## src/rtl/sseg_scheduler_if.sv

```systemverilog
// ---------------------------------------------------------------------------
// sseg_scheduler_if
//   Bundles the request side and the display side of the seven-segment
//   scheduler.
//   master : drives enable, lz_blank, req_valid, req_num0..2, req_dp0..2 and
//            req_blink. Observes num, dig_en, dp_en, src and src_valid.
//   slave  : the scheduler. Observes the requests and drives the display
//            outputs.
// ---------------------------------------------------------------------------
interface sseg_scheduler_if;
    logic        enable;
    logic        lz_blank;
    logic [2:0]  req_valid;
    logic [13:0] req_num0;
    logic [13:0] req_num1;
    logic [13:0] req_num2;
    logic [3:0]  req_dp0;
    logic [3:0]  req_dp1;
    logic [3:0]  req_dp2;
    logic [2:0]  req_blink;
    logic [13:0] num;
    logic [3:0]  dig_en;
    logic [3:0]  dp_en;
    logic [1:0]  src;
    logic        src_valid;

    modport master (
        output enable, lz_blank, req_valid, req_num0, req_num1, req_num2,
               req_dp0, req_dp1, req_dp2, req_blink,
        input  num, dig_en, dp_en, src, src_valid
    );

    modport slave (
        input  enable, lz_blank, req_valid, req_num0, req_num1, req_num2,
               req_dp0, req_dp1, req_dp2, req_blink,
        output num, dig_en, dp_en, src, src_valid
    );
endinterface

```

## src/rtl/sseg_scheduler.sv

```systemverilog
// ---------------------------------------------------------------------------
// sseg_scheduler
//   Chooses which of three sources drives a 4-digit seven-segment display.
//   Source 0 preempts. Sources 1 and 2 share the display round-robin, and
//   each one is shown for DWELL cycles. The value is saturated to 9999. The
//   block also applies optional leading-zero blanking and per-source
//   blinking. All outputs are registered, so they follow the inputs with one
//   cycle of latency.
//   Ports: clk            - clock, rising edge
//          rst            - asynchronous reset, active low
//          bus (slave)    - request inputs and display outputs
// ---------------------------------------------------------------------------
module sseg_scheduler #(
    parameter int DWELL      = 8,
    parameter int BLINK_HALF = 4
) (
    input  logic            clk,
    input  logic            rst,
    sseg_scheduler_if.slave bus
);
    localparam int DW = (DWELL > 1) ? $clog2(DWELL) : 1;
    localparam int BW = (BLINK_HALF > 1) ? $clog2(BLINK_HALF) : 1;
    localparam logic [DW-1:0] DWELL_LAST = DW'(DWELL - 1);
    localparam logic [BW-1:0] BLINK_LAST = BW'(BLINK_HALF - 1);

    typedef enum logic [1:0] {
        ST_IDLE     = 2'd0,
        ST_SHOW_PRI = 2'd1,
        ST_SHOW_RR  = 2'd2
    } state_e;

    state_e        state_q, state_d;
    logic [1:0]    src_q, src_d;
    logic [1:0]    rr_ptr_q, rr_ptr_d;
    logic [1:0]    cur_s, oth_s;
    logic [DW-1:0] dwell_q, dwell_d;
    logic [BW-1:0] blink_cnt_q, blink_cnt_d;
    logic          blink_off_q, blink_off_d;
    logic [13:0]   num_q, num_d, sel_num_s;
    logic [3:0]    dig_en_q, dig_en_d, dp_en_q, dp_en_d, sel_dp_s;
    logic          src_valid_q, src_valid_d, sel_blink_s;

    function automatic logic [13:0] sat_num(input logic [13:0] v);
        sat_num = (v > 14'd9999) ? 14'd9999 : v;
    endfunction

    function automatic logic [3:0] lz_mask(input logic [13:0] v);
        lz_mask = {(v >= 14'd1000), (v >= 14'd100), (v >= 14'd10), 1'b1};
    endfunction

    // Round-robin source that is current: after a preemption it is the source that was interrupted
    assign cur_s = (state_q == ST_SHOW_PRI) ? rr_ptr_q : src_q;
    assign oth_s = (cur_s == 2'd1) ? 2'd2 : 2'd1;

    // Next state, displayed source, dwell counter and resume pointer
    always_comb begin
        state_d  = state_q;
        src_d    = src_q;
        dwell_d  = dwell_q;
        rr_ptr_d = rr_ptr_q;
        if (!bus.enable) begin
            state_d = state_q;
        end else if (bus.req_valid[0]) begin
            state_d = ST_SHOW_PRI;
            src_d   = 2'd0;
        end else begin
            case (state_q)
                ST_IDLE: begin
                    dwell_d = {DW{1'b0}};
                    if (bus.req_valid[1]) begin
                        state_d = ST_SHOW_RR;
                        src_d   = 2'd1;
                    end else if (bus.req_valid[2]) begin
                        state_d = ST_SHOW_RR;
                        src_d   = 2'd2;
                    end else begin
                        state_d = ST_IDLE;
                    end
                end
                ST_SHOW_PRI, ST_SHOW_RR: begin
                    if (!bus.req_valid[cur_s]) begin
                        // Current round-robin source is gone, so hand over or fall idle
                        dwell_d = {DW{1'b0}};
                        if (bus.req_valid[oth_s]) begin
                            state_d = ST_SHOW_RR;
                            src_d   = oth_s;
                        end else begin
                            state_d = ST_IDLE;
                        end
                    end else if (state_q == ST_SHOW_PRI) begin
                        // Resume the interrupted source with a fresh dwell
                        state_d = ST_SHOW_RR;
                        src_d   = cur_s;
                        dwell_d = {DW{1'b0}};
                    end else if (dwell_q == DWELL_LAST) begin
                        dwell_d = {DW{1'b0}};
                        if (bus.req_valid[oth_s]) begin
                            src_d = oth_s;
                        end else begin
                            src_d = src_q;
                        end
                    end else begin
                        dwell_d = dwell_q + {{(DW-1){1'b0}}, 1'b1};
                    end
                end
                default: begin
                    state_d = ST_IDLE;
                    dwell_d = {DW{1'b0}};
                end
            endcase
        end
        if (state_d == ST_SHOW_RR) begin
            rr_ptr_d = src_d;
        end else begin
            rr_ptr_d = rr_ptr_q;
        end
    end

    // Select the value, decimal points and blink request of the next source
    always_comb begin
        case (src_d)
            2'd0: begin
                sel_num_s   = bus.req_num0;
                sel_dp_s    = bus.req_dp0;
                sel_blink_s = bus.req_blink[0];
            end
            2'd1: begin
                sel_num_s   = bus.req_num1;
                sel_dp_s    = bus.req_dp1;
                sel_blink_s = bus.req_blink[1];
            end
            2'd2: begin
                sel_num_s   = bus.req_num2;
                sel_dp_s    = bus.req_dp2;
                sel_blink_s = bus.req_blink[2];
            end
            default: begin
                sel_num_s   = 14'd0;
                sel_dp_s    = 4'd0;
                sel_blink_s = 1'b0;
            end
        endcase
    end

    // Blink phase tracking and next values of the display outputs
    always_comb begin
        blink_cnt_d = blink_cnt_q;
        blink_off_d = blink_off_q;
        num_d       = 14'd0;
        dig_en_d    = 4'd0;
        dp_en_d     = 4'd0;
        src_valid_d = 1'b0;
        if (!bus.enable) begin
            blink_cnt_d = blink_cnt_q;
        end else if (state_d == ST_IDLE) begin
            blink_cnt_d = {BW{1'b0}};
            blink_off_d = 1'b0;
        end else begin
            // A newly shown source always starts in the on phase
            if ((state_q == ST_IDLE) || (src_d != src_q)) begin
                blink_cnt_d = {BW{1'b0}};
                blink_off_d = 1'b0;
            end else if (blink_cnt_q == BLINK_LAST) begin
                blink_cnt_d = {BW{1'b0}};
                blink_off_d = ~blink_off_q;
            end else begin
                blink_cnt_d = blink_cnt_q + {{(BW-1){1'b0}}, 1'b1};
            end
            num_d       = sat_num(sel_num_s);
            src_valid_d = 1'b1;
            if (sel_blink_s && blink_off_d) begin
                dig_en_d = 4'd0;
                dp_en_d  = 4'd0;
            end else begin
                dig_en_d = bus.lz_blank ? lz_mask(num_d) : 4'b1111;
                dp_en_d  = sel_dp_s;
            end
        end
    end

    // State and output registers
    always_ff @(posedge clk or negedge rst) begin
        if (!rst) begin
            state_q     <= ST_IDLE;
            src_q       <= 2'd1;
            rr_ptr_q    <= 2'd1;
            dwell_q     <= {DW{1'b0}};
            blink_cnt_q <= {BW{1'b0}};
            blink_off_q <= 1'b0;
            num_q       <= 14'd0;
            dig_en_q    <= 4'd0;
            dp_en_q     <= 4'd0;
            src_valid_q <= 1'b0;
        end else begin
            state_q     <= state_d;
            src_q       <= src_d;
            rr_ptr_q    <= rr_ptr_d;
            dwell_q     <= dwell_d;
            blink_cnt_q <= blink_cnt_d;
            blink_off_q <= blink_off_d;
            num_q       <= num_d;
            dig_en_q    <= dig_en_d;
            dp_en_q     <= dp_en_d;
            src_valid_q <= src_valid_d;
        end
    end

    assign bus.num       = num_q;
    assign bus.dig_en    = dig_en_q;
    assign bus.dp_en     = dp_en_q;
    assign bus.src       = src_q;
    assign bus.src_valid = src_valid_q;
endmodule

```

## src/flat_wrapper.sv

```systemverilog
// flat-port wrapper written by rule: the top's interface ports become plain ports
module sseg_scheduler_flat 
#(
    parameter int DWELL      = 8,
    parameter int BLINK_HALF = 4
)
  (clk, rst, bus_enable, bus_lz_blank, bus_req_valid, bus_req_num0, bus_req_num1, bus_req_num2, bus_req_dp0, bus_req_dp1, bus_req_dp2, bus_req_blink, bus_num, bus_dig_en, bus_dp_en, bus_src, bus_src_valid);
  sseg_scheduler_if bus_i ();
  input  logic clk;
  input  logic rst;
  input wire logic [$bits(bus_i.enable)-1:0] bus_enable;
  input wire logic [$bits(bus_i.lz_blank)-1:0] bus_lz_blank;
  input wire logic [$bits(bus_i.req_valid)-1:0] bus_req_valid;
  input wire logic [$bits(bus_i.req_num0)-1:0] bus_req_num0;
  input wire logic [$bits(bus_i.req_num1)-1:0] bus_req_num1;
  input wire logic [$bits(bus_i.req_num2)-1:0] bus_req_num2;
  input wire logic [$bits(bus_i.req_dp0)-1:0] bus_req_dp0;
  input wire logic [$bits(bus_i.req_dp1)-1:0] bus_req_dp1;
  input wire logic [$bits(bus_i.req_dp2)-1:0] bus_req_dp2;
  input wire logic [$bits(bus_i.req_blink)-1:0] bus_req_blink;
  output wire logic [$bits(bus_i.num)-1:0] bus_num;
  output wire logic [$bits(bus_i.dig_en)-1:0] bus_dig_en;
  output wire logic [$bits(bus_i.dp_en)-1:0] bus_dp_en;
  output wire logic [$bits(bus_i.src)-1:0] bus_src;
  output wire logic [$bits(bus_i.src_valid)-1:0] bus_src_valid;
  assign bus_i.enable = bus_enable;
  assign bus_i.lz_blank = bus_lz_blank;
  assign bus_i.req_valid = bus_req_valid;
  assign bus_i.req_num0 = bus_req_num0;
  assign bus_i.req_num1 = bus_req_num1;
  assign bus_i.req_num2 = bus_req_num2;
  assign bus_i.req_dp0 = bus_req_dp0;
  assign bus_i.req_dp1 = bus_req_dp1;
  assign bus_i.req_dp2 = bus_req_dp2;
  assign bus_i.req_blink = bus_req_blink;
  assign bus_num = bus_i.num;
  assign bus_dig_en = bus_i.dig_en;
  assign bus_dp_en = bus_i.dp_en;
  assign bus_src = bus_i.src;
  assign bus_src_valid = bus_i.src_valid;
  sseg_scheduler #(.DWELL(DWELL), .BLINK_HALF(BLINK_HALF)) u_core (.clk(clk), .rst(rst), .bus(bus_i));
endmodule
```

## config.mk

```make
export PLATFORM = sky130hd
export DESIGN_NAME = sseg_scheduler_flat
export DESIGN_NICKNAME = d
export VERILOG_FILES = /design/src/rtl/sseg_scheduler_if.sv /design/src/rtl/sseg_scheduler.sv /design/src/flat_wrapper.sv
export SDC_FILE = /design/constraint.sdc
export NUM_CORES = 1
export LEC_CHECK = 0
export CORE_UTILIZATION = 48
export CTS_CLUSTER_DIAMETER = 200
export DETAILED_ROUTE_END_ITERATION = 7
export PLACE_DENSITY = 0.95
export RECOVER_POWER = 25
export SLEW_MARGIN = 20
export SYNTH_ARGS = -nofsm -noshare
export SYNTH_HDL_FRONTEND = slang
export SYNTH_SLANG_ARGS = --single-unit
```

## constraint.sdc

```tcl
create_clock -name clk -period 5.3 [get_ports clk]
set_input_delay 1.06 -clock clk [delete_from_list [all_inputs] [get_ports clk]]
set_output_delay 1.06 -clock clk [all_outputs]
set_load 0.03 [all_outputs]
```

==> results of run 1 <==
## per-stage QoR
| step | utilization | setup slack [ns] | cells |
|---|---|---|---|
| final | 0.738 | 1.05 | 386 |
| after detailed placement | 0.718 | 0.812 | 378 |
| after floorplan | - | 1.97 | 244 |
| after global placement | 0.718 | 0.953 | 378 |
| after global routing | 0.738 | 0.826 | 386 |
| after CTS | 0.738 | 1.10 | 386 |
## where the power goes
part	switching [W]	total (W)	leakage [nW]	internal [W]
registers	0.0000226	0.000323	0.459	0.000300
logic	0.000212	0.000388	0.886	0.000177
clock network	0.0000871	0.000192	0.0482	0.000105
## sequential cells by signal (all words and copies together) (netlist names)
name                  flops
u_core.dwell_q            3
u_core.bus.num           14
u_core.bus.dp_en          4
u_core.bus.dig_en         4
u_core.bus.src            2
u_core.blink_off_q        1
u_core.state_q            2
u_core.rr_ptr_q           2
u_core.bus.src_valid      1
u_core.blink_cnt_q        2
## worst paths after layout
check                                       end  slack (ns)
min in group asynchronous     u_core.dwell_q[2]        1.81
max                        u_core.bus.dig_en[1]        1.05
min reg2reg                   u_core.dwell_q[1]        0.50
max reg2reg                u_core.bus.dig_en[1]        1.37
min                           u_core.dwell_q[1]        0.50
max in group asynchronous    u_core.rr_ptr_q[1]        2.44
## layout make-up
| type | count | area (sq um) |
|---|---|---|
| Clock buffer | 7 | 86.3 |
| Clock inverter | 1 | 5.00 |
| Fill cell | 325 | 1180 |
| Inverter | 7 | 26.3 |
| Multi-Input combinational cell | 190 | 1340 |
| Sequential cell | 35 | 878 |
| Tap cell | 52 | 65.1 |
| Timing Repair Buffer | 94 | 922 |
## kinds of logic (layout without fill, tap and decap cells)
group                    count (synthesis)  in the layout
flip-flops                              35             35
XOR/XNOR                                 1              1
buffers and inverters                   19            109
AND/OR/NAND/NOR                         85             85
multiplexers                            21             21
AO/OA/AOI/OAI                           77             77
adder cells (fa/ha/maj)                  6              6
## worst register-to-register path, cell delays in order, from the launching register on
cell,delay [ns]
dfrtp_1,0.41
inv_1,0.09
ha_1,0.26
or3b_1,0.39
a21oi_2,0.17
nor3_2,0.10
a221o_1,0.38
a41oi_4,0.73
nor2b_1,0.11
buf_4,0.24
a2bb2oi_2,0.27
and4_1,0.28
nand3_1,0.09
o31a_1,0.31
## Yosys cell counts (all sizes together) (2+ instances only)
cell / instances / area, sq um
a21boi: 2 / 15.0
a21o: 5 / 37.5
a21oi: 26 / 141
a2bb2oi: 4 / 41.3
a32o: 2 / 20.0
and3: 6 / 37.5
buf: 9 / 75.1
clkbuf: 3 / 11.3
dfrtp: 33 / 826
dfstp: 2 / 52.6
ha: 6 / 75.1
inv: 7 / 26.3
mux2: 2 / 22.5
mux2i: 19 / 190
nand2: 16 / 60.1
nand2b: 9 / 56.3
nand3: 3 / 15.0
nand4: 2 / 12.5
nor2: 18 / 67.6
nor2b: 6 / 37.5
nor3: 11 / 60.1
nor3b: 2 / 15.0
o21a: 2 / 15.0
o21ai: 14 / 70.1
o22a: 2 / 17.5
o2bb2ai: 5 / 56.3
o32ai: 2 / 25.0
or2: 3 / 18.8
or3: 2 / 12.5
or3b: 3 / 26.3
## layout by cell type, fill, tap and decap left out, types with 3 or more instances in the layout
| master | Yosys | final |
|---|---|---|
| clkdlybuf4s50_1 | 0 | 87 |
| dfrtp_1 | 33 | 33 |
| a21oi_1 | 23 | 23 |
| mux2i_1 | 19 | 19 |
| nor2_1 | 18 | 18 |
| nand2_1 | 16 | 16 |
| o21ai_0 | 14 | 14 |
| nor3_1 | 10 | 10 |
| nand2b_1 | 9 | 9 |
| inv_1 | 7 | 7 |
| nor2b_1 | 6 | 6 |
| and3_1 | 6 | 6 |
| ha_1 | 6 | 6 |
| clkbuf_8 | 0 | 6 |
| a21o_1 | 5 | 5 |
| buf_4 | 2 | 5 |
| a21oi_2 | 3 | 3 |
| or2_2 | 3 | 3 |
| o2bb2ai_1 | 3 | 3 |
| nand3_1 | 3 | 3 |
| a2bb2oi_1 | 3 | 3 |
## routing by layer
metal	global-route usage	up-vias
met5	0	-
met4	0.0784	0
met3	0.0591	11
met2	0.458	119
met1	0.320	1068
li1	-	1073
==> impl_metrics.py, run 1 <==
metrics = {
    "sta": {
        "fmax_ghz": 0.235,
        "slew_headroom": -0.217,
        "fin_crit_ns": 4.25,
        "hold_slack_ns": 0.498,
        "hold_violations": 0,
        "finalSetupViolations": 0,
        "final.setup.tns_ns": 0,
        "fin_skew_ns": 0.00347,
        "min_period_over_period": 0.802,
        "rsz0062_at_grt": "false",
        "slew_violations": 36,
        "tightest_slew_ns": 1.83,
    },
    "routing": {
        "dr.max_layer_used": "met4",
        "routedWlPerCell_um": 16.4,
        "vias": 2271,
        "vias_per_cell": 5.88,
        "drcViolationCount": 0,
        "wl_met1_mm": 2.53,
        "antenna_left": 0,
        "firstDrtPassIters": 4,
        "dr_wl_met3_um": 515,
        "wl_met2_mm": 3.22,
        "drt-initial-drc-count": 176,
        "wl_mm": 6.34,
    },
    "clock_tree": {
        "clk_latency_ns": 0.27,
        "cts_tree": "done",
        "cts_sinks": 35,
        "cts.htree.levels": 2,
        "cts_resized": 0,
        "clk_transition_reported_paths_ns": 0.07,
        "cts_made_buffers": 5,
        "clk_path_buf_depth": 2,
        "cts-root-buf": "clkbuf_8",
        "post-cts-setup-buffers": 0,
        "cts_hold_buf": 0,
    },
    "min_path": {
        "holdPathStages": 2,
        "min-delay-start": "u_core.dwell_q[1]",
        "hp-class": "register to register",
    },
    "worst_setup_path": {
        "end_kind": "register",
        "slowest_stage": "a41oi_4",
        "required_ns": 5.46,
        "cpMostUsedCell": "nor2b_1",
        "crit_arrival_ns": 4.42,
        "critPathBufInv": 2,
        "cp_max_fo": 21,
        "worstReg2RegStart": "u_core.state_q[1]",
        "worst-path-stages": 12,
        "startpoint_type": "input pin",
        "crit_family": "compound AO/OA/AOI/OAI gates",
        "worstSetupPathType": "input pin to register",
        "rr_worst_depth": 13,
        "crit_chain": "clkdlybuf4s50_1 -> nor2b_1 -> o22ai_2 -> nor3_2 -> a221o_1 -> a41oi_4 -> nor2b_1 -> buf_4 -> a2bb2oi_2 -> and4_1 -> nand3_1 -> o31a_1",
        "crit_start": "bus_req_valid[2]",
        "max_stage_delay_ns": 0.73,
    },
    "power_and_ir_drop": {
        "pwr_density_cell_mw_per_mm2": 272,
        "p_leak_nw": 1.39,
        "peakVddDrop_mv": 0.118,
        "finalPower_w": 0.000903,
    },
    "grt": {
        "grtUsageTotal": 0.260,
        "grt_pass1_vias": 2229,
        "antenna_found_initial": 0,
        "grt_max_degree": 36,
        "grt_remaining_overflow": 0,
        "grt_pass1_wl_mm": 10.3,
    },
    "yosys": {
        "synth_mux_area_frac": 0.0917,
        "ys_types": 58,
        "yosysSeqAreaShare": 0.379,
        "synthArstFlopShare": 1.00,
        "synthXorXnorAreaFrac": 0.00378,
        "ys.flop_type": "dfrtp_1",
        "synth_top_family_by_area": "compound AO/OA/AOI/OAI gates",
        "syn_inst": 244,
        "ys_ff_latch": 35,
        "synthesis.nets": 314,
        "ys.warnings.count": 0,
        "synth_edf_count": 0,
        "yosys.area_share.simple": 0.197,
        "syn_area_sq_mm": 0.00232,
        "synth_compound_area_frac": 0.248,
        "syn_area_per_cell_sq_um": 9.50,
        "synth_fa_ha_area_frac": 0.0324,
    },
    "floorplan": {
        "ios": 89,
        "die_w_um": 71.5,
        "rows": 24,
        "dieArea_sq_mm": 0.00511,
        "initial_core_util": 0.515,
        "chipHeight_um": 71.5,
        "core_sq_mm": 0.00450,
    },
    "status": {
        "status": "finished with violations",
        "violations": "max-capacitance violations, max-slew violations",
    },
    "placed_design": {
        "placed_area_sq_mm": 0.00323,
        "io_buffers": 88,
        "gp_congestion": 0.926,
        "dp_hpwl_mm": 4.92,
    },
    "finish": {
        "area_delta_synth_final_pct": 43.3,
        "n_antenna_cell": 0,
        "final_nets": 403,
        "final_area_sq_mm": 0.00332,
        "layout-drive-gt1-share": 0.0988,
    },
    "run": {
        "maxCapViolations": 1,
    },
}
Note: power is estimated with default switching activity, not from simulation.
==> run 2, diff against run 1 <==
Settings changed: CORE_UTILIZATION 48 to 40, PLACE_DENSITY 0.95 to 0.86.
Clock period 5.3 ns to 3.5 ns, I/O delays scaled along.
==> impl_metrics.py, run 2 (synthesis results as in run 1) <==
metrics = {
    "finish": {
        "final_nets": 439,
        "multi_input_area_sq_mm": 0.00142,
        "area_delta_synth_final_pct": 63.8,
        "final_cell_mix": "clkdlybuf4s50_1 (86), buf_4 (35), dfrtp_1 (33)",
        "nFillCells": 421,
        "largest_register_ffs": 14,
        "seqCellArea_sq_um": 878,
        "n_antenna_cell": 0,
        "layout-drive-gt1-share": 0.222,
        "final_common_cell": "clkdlybuf4s50_1",
    },
    "routing": {
        "routedWlPerCell_um": 16.9,
        "drt-initial-drc-count": 156,
        "firstDrtPassIters": 4,
        "wl_mm": 7.45,
        "vias": 2453,
        "antenna_left": 0,
        "drcViolationCount": 0,
        "vias_per_cell": 5.55,
    },
    "sta": {
        "fin_skew_ns": 0.00560,
        "slew_violations": 36,
        "hold_violations": 0,
        "final.setup.tns_ns": 0,
        "tightest_slew_ns": 1.90,
        "fin_crit_ns": 3.49,
        "min_period_over_period": 0.997,
        "finalSetupViolations": 0,
        "slew_headroom": -0.265,
        "fmax_ghz": 0.286,
        "hold_slack_ns": 0.493,
    },
    "floorplan": {
        "die_w_um": 78.1,
        "initial_core_util": 0.418,
        "rows": 27,
        "dieArea_sq_mm": 0.00610,
        "chipHeight_um": 78.1,
        "core_sq_mm": 0.00554,
        "ios": 89,
    },
    "placed_design": {
        "dp_hpwl_mm": 5.55,
        "gp_congestion": 0.924,
        "io_buffers": 88,
    },
    "power_and_ir_drop": {
        "pwr_density_cell_mw_per_mm2": 428,
        "p_leak_nw": 1.63,
        "peakVddDrop_mv": 0.229,
    },
    "clock_tree": {
        "cts_sinks": 35,
        "clk_path_buf_depth": 2,
        "cts.htree.levels": 2,
        "cts-root-buf": "clkbuf_8",
        "cts_tree": "done",
        "cts_made_buffers": 5,
        "clk_transition_reported_paths_ns": 0.08,
        "clk_latency_ns": 0.29,
    },
    "worst_setup_path": {
        "cp_max_fo": 13,
        "required_ns": 3.68,
        "end_kind": "register",
        "worstSetupPathType": "register to register",
        "slowest_stage": "dfrtp_1",
        "max_stage_delay_ns": 0.41,
        "crit_chain": "inv_2 -> ha_4 -> or3b_4 -> a21oi_4 -> nor3_4 -> a221o_1 -> a41oi_4 -> buf_12 -> buf_6 -> nor2b_2 -> buf_12 -> and3_1 -> o221ai_2 -> a21oi_4 -> o41ai_2",
        "startpoint_type": "register",
        "crit_arrival_ns": 3.67,
    },
    "grt": {
        "antenna_found_initial": 0,
        "grt_max_degree": 36,
        "grtUsageTotal": 0.237,
        "grt_remaining_overflow": 0,
        "grt_pass1_vias": 2417,
        "grt_pass1_wl_mm": 11.3,
    },
    "status": {
        "status": "finished with violations",
        "violations": "max-capacitance violations, max-slew violations",
    },
    "run": {
        "maxCapViolations": 1,
    },
    "min_path": {
        "hp-class": "register to register",
    },
}
## run 2: cell count changes in the layout (fill, tap and decap cells not counted), sizes merged
cell,previous run,this run
clkinv,1,0
clkdlybuf4s50,87,86
buf,5,40
dlymetal6s2s,0,1
inv,7,8
bufinv,0,1
## run 2: what timing repair did
action,4_1_cts,5_1_grt
hold buffers,0,0
setup buffers,0,11
cloned,0,1
pin swaps,1,11
gates resized for setup,0,22
setup endpoints to repair,5,15
endpoints found under the hold margin,0,0
## run 2: area by class of cell
cell class | instances | area share
sequential | 35 | 0.231
clock buffer | 6 | 0.0217
timing repair buffer | 130 | 0.333
multi-input combinational | 190 | 0.373
clock inverter | 2 | 0.0102
tap | 72 | 0.0237
inverter | 7 | 0.00692
## run 2: critical path, delay by kind of cell, from the launching register on
kind / cells / cell delay [ns]
AOI/OAI and AO/OA: 6 / 1.62
adders and majority gates: 1 / 0.15
buffers and inverters: 4 / 0.46
DFF: 1 / 0.41
and+or+nand+nor: 4 / 0.72
## run 2: power breakdown
group | internal [W] | switching [W] | total, W
combinational | 0.000379 | 0.000370 | 0.000749
clock | 0.000234 | 0.000155 | 0.000389
sequential | 0.000454 | 0.0000329 | 0.000487
total | 0.00107 | 0.000557 | 0.00163
## run 2: per-stage QoR
| step | power [W] | setup slack (ns) | instances | instance area [sq um] | utilization |
|---|---|---|---|---|---|
| 5_1_grt | 0.00170 | -0.0632 | 442 | 3800 | 0.685 |
| 6_report | 0.00163 | 0.00934 | 442 | 3800 | 0.685 |
| 4_1_cts | 0.00153 | 0.0317 | 430 | 3600 | 0.650 |
| 2_1_floorplan | 0.000858 | 0.353 | 244 | 2320 | - |
| 3_5_place_dp | 0.00115 | -0.224 | 422 | 3480 | 0.628 |
| 3_3_place_gp | 0.00113 | -0.111 | 422 | 3480 | 0.628 |
## run 2: routing by layer
layer | GRT usage | routed length (um)
met1 | 0.271 | 2850
met2 | 0.446 | 3990
met3 | 0.0384 | 395
met4 | 0.0741 | 217
met5 | 0 | 0
## run 2: final timing paths
path | startpoint | to | slack (ns) | cells past startpoint
max | u_core.state_q[1] | u_core.bus.dig_en[3] | 0.009 | 15
min reg2reg | u_core.dwell_q[1] | u_core.dwell_q[1] | 0.49 | 2
min in group asynchronous | rst | u_core.bus.dp_en[1] | 1.47 | 2
min | u_core.dwell_q[1] | u_core.dwell_q[1] | 0.49 | 2
max in group asynchronous | rst | u_core.state_q[1] | 0.94 | 2
max reg2reg | u_core.state_q[1] | u_core.bus.dig_en[3] | 0.009 | 15
==> run 3, diff against run 2 <==
Settings changed: ABC_CLOCK_PERIOD_IN_PS set to 3500, CTS_CLUSTER_SIZE set to 40, REMOVE_ABC_BUFFERS set to 1.
==> impl_metrics.py, run 3 (synthesis results as in run 1) <==
metrics = {
    "status": {
        "status": "finished with violations",
        "violations": "max-capacitance violations, max-slew violations",
    },
    "grt": {
        "grt_pass1_wl_mm": 11.4,
        "antenna_found_initial": 0,
        "grt_pass1_vias": 2431,
        "grt_max_degree": 36,
        "grtUsageTotal": 0.241,
        "grt_remaining_overflow": 0,
    },
    "clock_tree": {
        "cts-root-buf": "clkbuf_8",
        "cts_hold_buf": 0,
        "cts.htree.levels": 2,
        "clk_path_buf_depth": 2,
        "cts_made_buffers": 5,
        "clk_transition_reported_paths_ns": 0.07,
        "cts_sinks": 35,
        "cts_tree": "done",
        "clk_latency_ns": 0.29,
    },
    "sta": {
        "tightest_slew_ns": 1.86,
        "hold_slack_ns": 0.496,
        "fin_skew_ns": 0.00566,
        "hold_violations": 0,
        "slew_headroom": -0.242,
        "finalSetupViolations": 0,
        "fin_crit_ns": 3.43,
        "min_period_over_period": 0.980,
        "slew_violations": 36,
        "fmax_ghz": 0.292,
    },
    "power_and_ir_drop": {
        "swShare": 0.348,
        "p_int_w": 0.00100,
        "p_sw_w": 0.000535,
        "power_frac_clock": 0.212,
        "pwr_density_cell_mw_per_mm2": 408,
        "peakVddDrop_mv": 0.208,
        "pwr-share-seq": 0.316,
        "p_leak_nw": 1.63,
        "p_comb_frac": 0.472,
        "finalPower_w": 0.00154,
    },
    "worst_setup_path": {
        "end_kind": "register",
        "crit_chain": "inv_2 -> ha_4 -> or3b_4 -> a21oi_4 -> nor3_4 -> a221o_1 -> a41oi_4 -> buf_12 -> buf_12 -> mux2i_1 -> o2bb2ai_2 -> nand2_1 -> or3b_4 -> o41ai_4",
        "worstReg2RegStart": "u_core.state_q[1]",
        "worstSetupPathType": "register to register",
        "rr_worst_depth": 14,
        "cp_max_fo": 8,
        "worst-path-stages": 14,
        "crit_arrival_ns": 3.61,
        "crit_path_end": "u_core.bus.dig_en[3]",
        "crit_start": "u_core.state_q[1]",
        "critPathBufInv": 3,
        "timing.reg2reg.setup_slack_ns": 0.07,
        "slowest_stage": "dfrtp_1",
        "crit_family": "compound AO/OA/AOI/OAI gates",
        "required_ns": 3.68,
        "startpoint_type": "register",
        "max_stage_delay_ns": 0.41,
        "r2r_end": "u_core.bus.dig_en[3]",
    },
    "routing": {
        "firstDrtPassIters": 4,
        "drcViolationCount": 0,
        "vias": 2444,
        "drt-initial-drc-count": 193,
        "antenna_left": 0,
        "wl_mm": 7.18,
        "wl_met2_mm": 3.76,
        "wl_met1_mm": 2.85,
        "dr_wl_met3_um": 389,
        "dr.max_layer_used": "met4",
        "vias_per_cell": 5.52,
        "routedWlPerCell_um": 16.2,
    },
    "finish": {
        "n_antenna_cell": 0,
        "final_nets": 440,
        "layout-drive-gt1-share": 0.218,
        "final_common_cell": "clkdlybuf4s50_1",
        "nFillCells": 400,
        "final_cell_mix": "clkdlybuf4s50_1 (87), buf_4 (38), dfrtp_1 (33)",
        "area_delta_synth_final_pct": 62.7,
        "largest_register_ffs": 14,
        "stdcell_count": 443,
    },
    "floorplan": {
        "initial_core_util": 0.418,
        "chipHeight_um": 78.1,
        "core_sq_mm": 0.00554,
        "die_w_um": 78.1,
        "ios": 89,
        "rows": 27,
        "dieArea_sq_mm": 0.00610,
    },
    "min_path": {
        "min-delay-start": "u_core.dwell_q[1]",
        "hp-class": "register to register",
    },
    "placed_design": {
        "gp_congestion": 0.887,
        "io_buffers": 88,
        "dp_cells": 427,
        "dp_hpwl_mm": 5.41,
    },
    "run": {
        "maxCapViolations": 1,
    },
}
## run 3: changes by cell type in the layout (fill, tap and decap cells not counted), sizes merged
cell / before / now
buf: 40 / 41
clkdlybuf4s50: 86 / 87
dlymetal6s2s: 1 / 0
clkbuf: 8 / 10
bufinv: 1 / 0
inv: 8 / 7
## run 3: worst register-to-register path, stage by stage, from the launching register on
cell       delay, ns
dfrtp_1         0.41
inv_2           0.09
ha_4            0.15
or3b_4          0.39
a21oi_4         0.20
nor3_4          0.07
a221o_1         0.40
a41oi_4         0.21
buf_12          0.16
buf_12          0.13
mux2i_1         0.08
o2bb2ai_2       0.22
nand2_1         0.08
or3b_4          0.39
o41ai_4         0.34
## run 3: power by group through the flow
stage	logic, W	registers (W)	clock network (W)
after detailed placement	0.000653	0.000491	0
final	0.000727	0.000486	0.000326
after global routing	0.000777	0.000490	0.000349
after floorplan	0.000288	0.000548	0
after global placement	0.000637	0.000489	0
after CTS	0.000656	0.000483	0.000330
## run 3: how the worst min path moves through the flow
| stage | endpoint | slack [ns] | depth (start not counted) |
|---|---|---|---|
| after floorplan | u_core.blink_cnt_q[0] | 0.40 | 0 |
| after global placement | u_core.dwell_q[1] | 0.47 | 2 |
| after detailed placement | u_core.dwell_q[1] | 0.48 | 2 |
| after CTS | u_core.dwell_q[1] | 0.50 | 2 |
| after global routing | u_core.blink_cnt_q[0] | 0.54 | 1 |
| final | u_core.dwell_q[1] | 0.50 | 2 |
## run 3: what timing repair did
action,CTS,global route
resized for setup,0,19
setup endpoints to repair,0,16
buffers inserted,0,7
## run 3: area by class of cell
type | count | area, sq um | share of cell area
timing repair buffer | 131 | 1250 | 0.333
tap | 72 | 90.1 | 0.0239
multi-input combinational | 190 | 1420 | 0.377
inverter | 7 | 26.3 | 0.00697
clock buffer | 8 | 100 | 0.0265
sequential | 35 | 878 | 0.233
## run 3: metal layers
metal  up-vias  GRT usage
met2        91      0.430
met1      1186      0.277
met3        19     0.0453
li1       1148          -
met4         0      0.111
met5         -          0
## run 3: through the flow
step	setup slack, ns	setup TNS (ns)	utilization	area, sq um
2_1_floorplan	-0.738	-12.41	-	2230
3_3_place_gp	-0.146	-0.884	0.632	3500
3_5_place_dp	-0.172	-1.58	0.632	3500
4_1_cts	0.0338	0	0.650	3600
5_1_grt	-0.0562	-0.108	0.681	3770
6_report	0.0695	0	0.681	3770
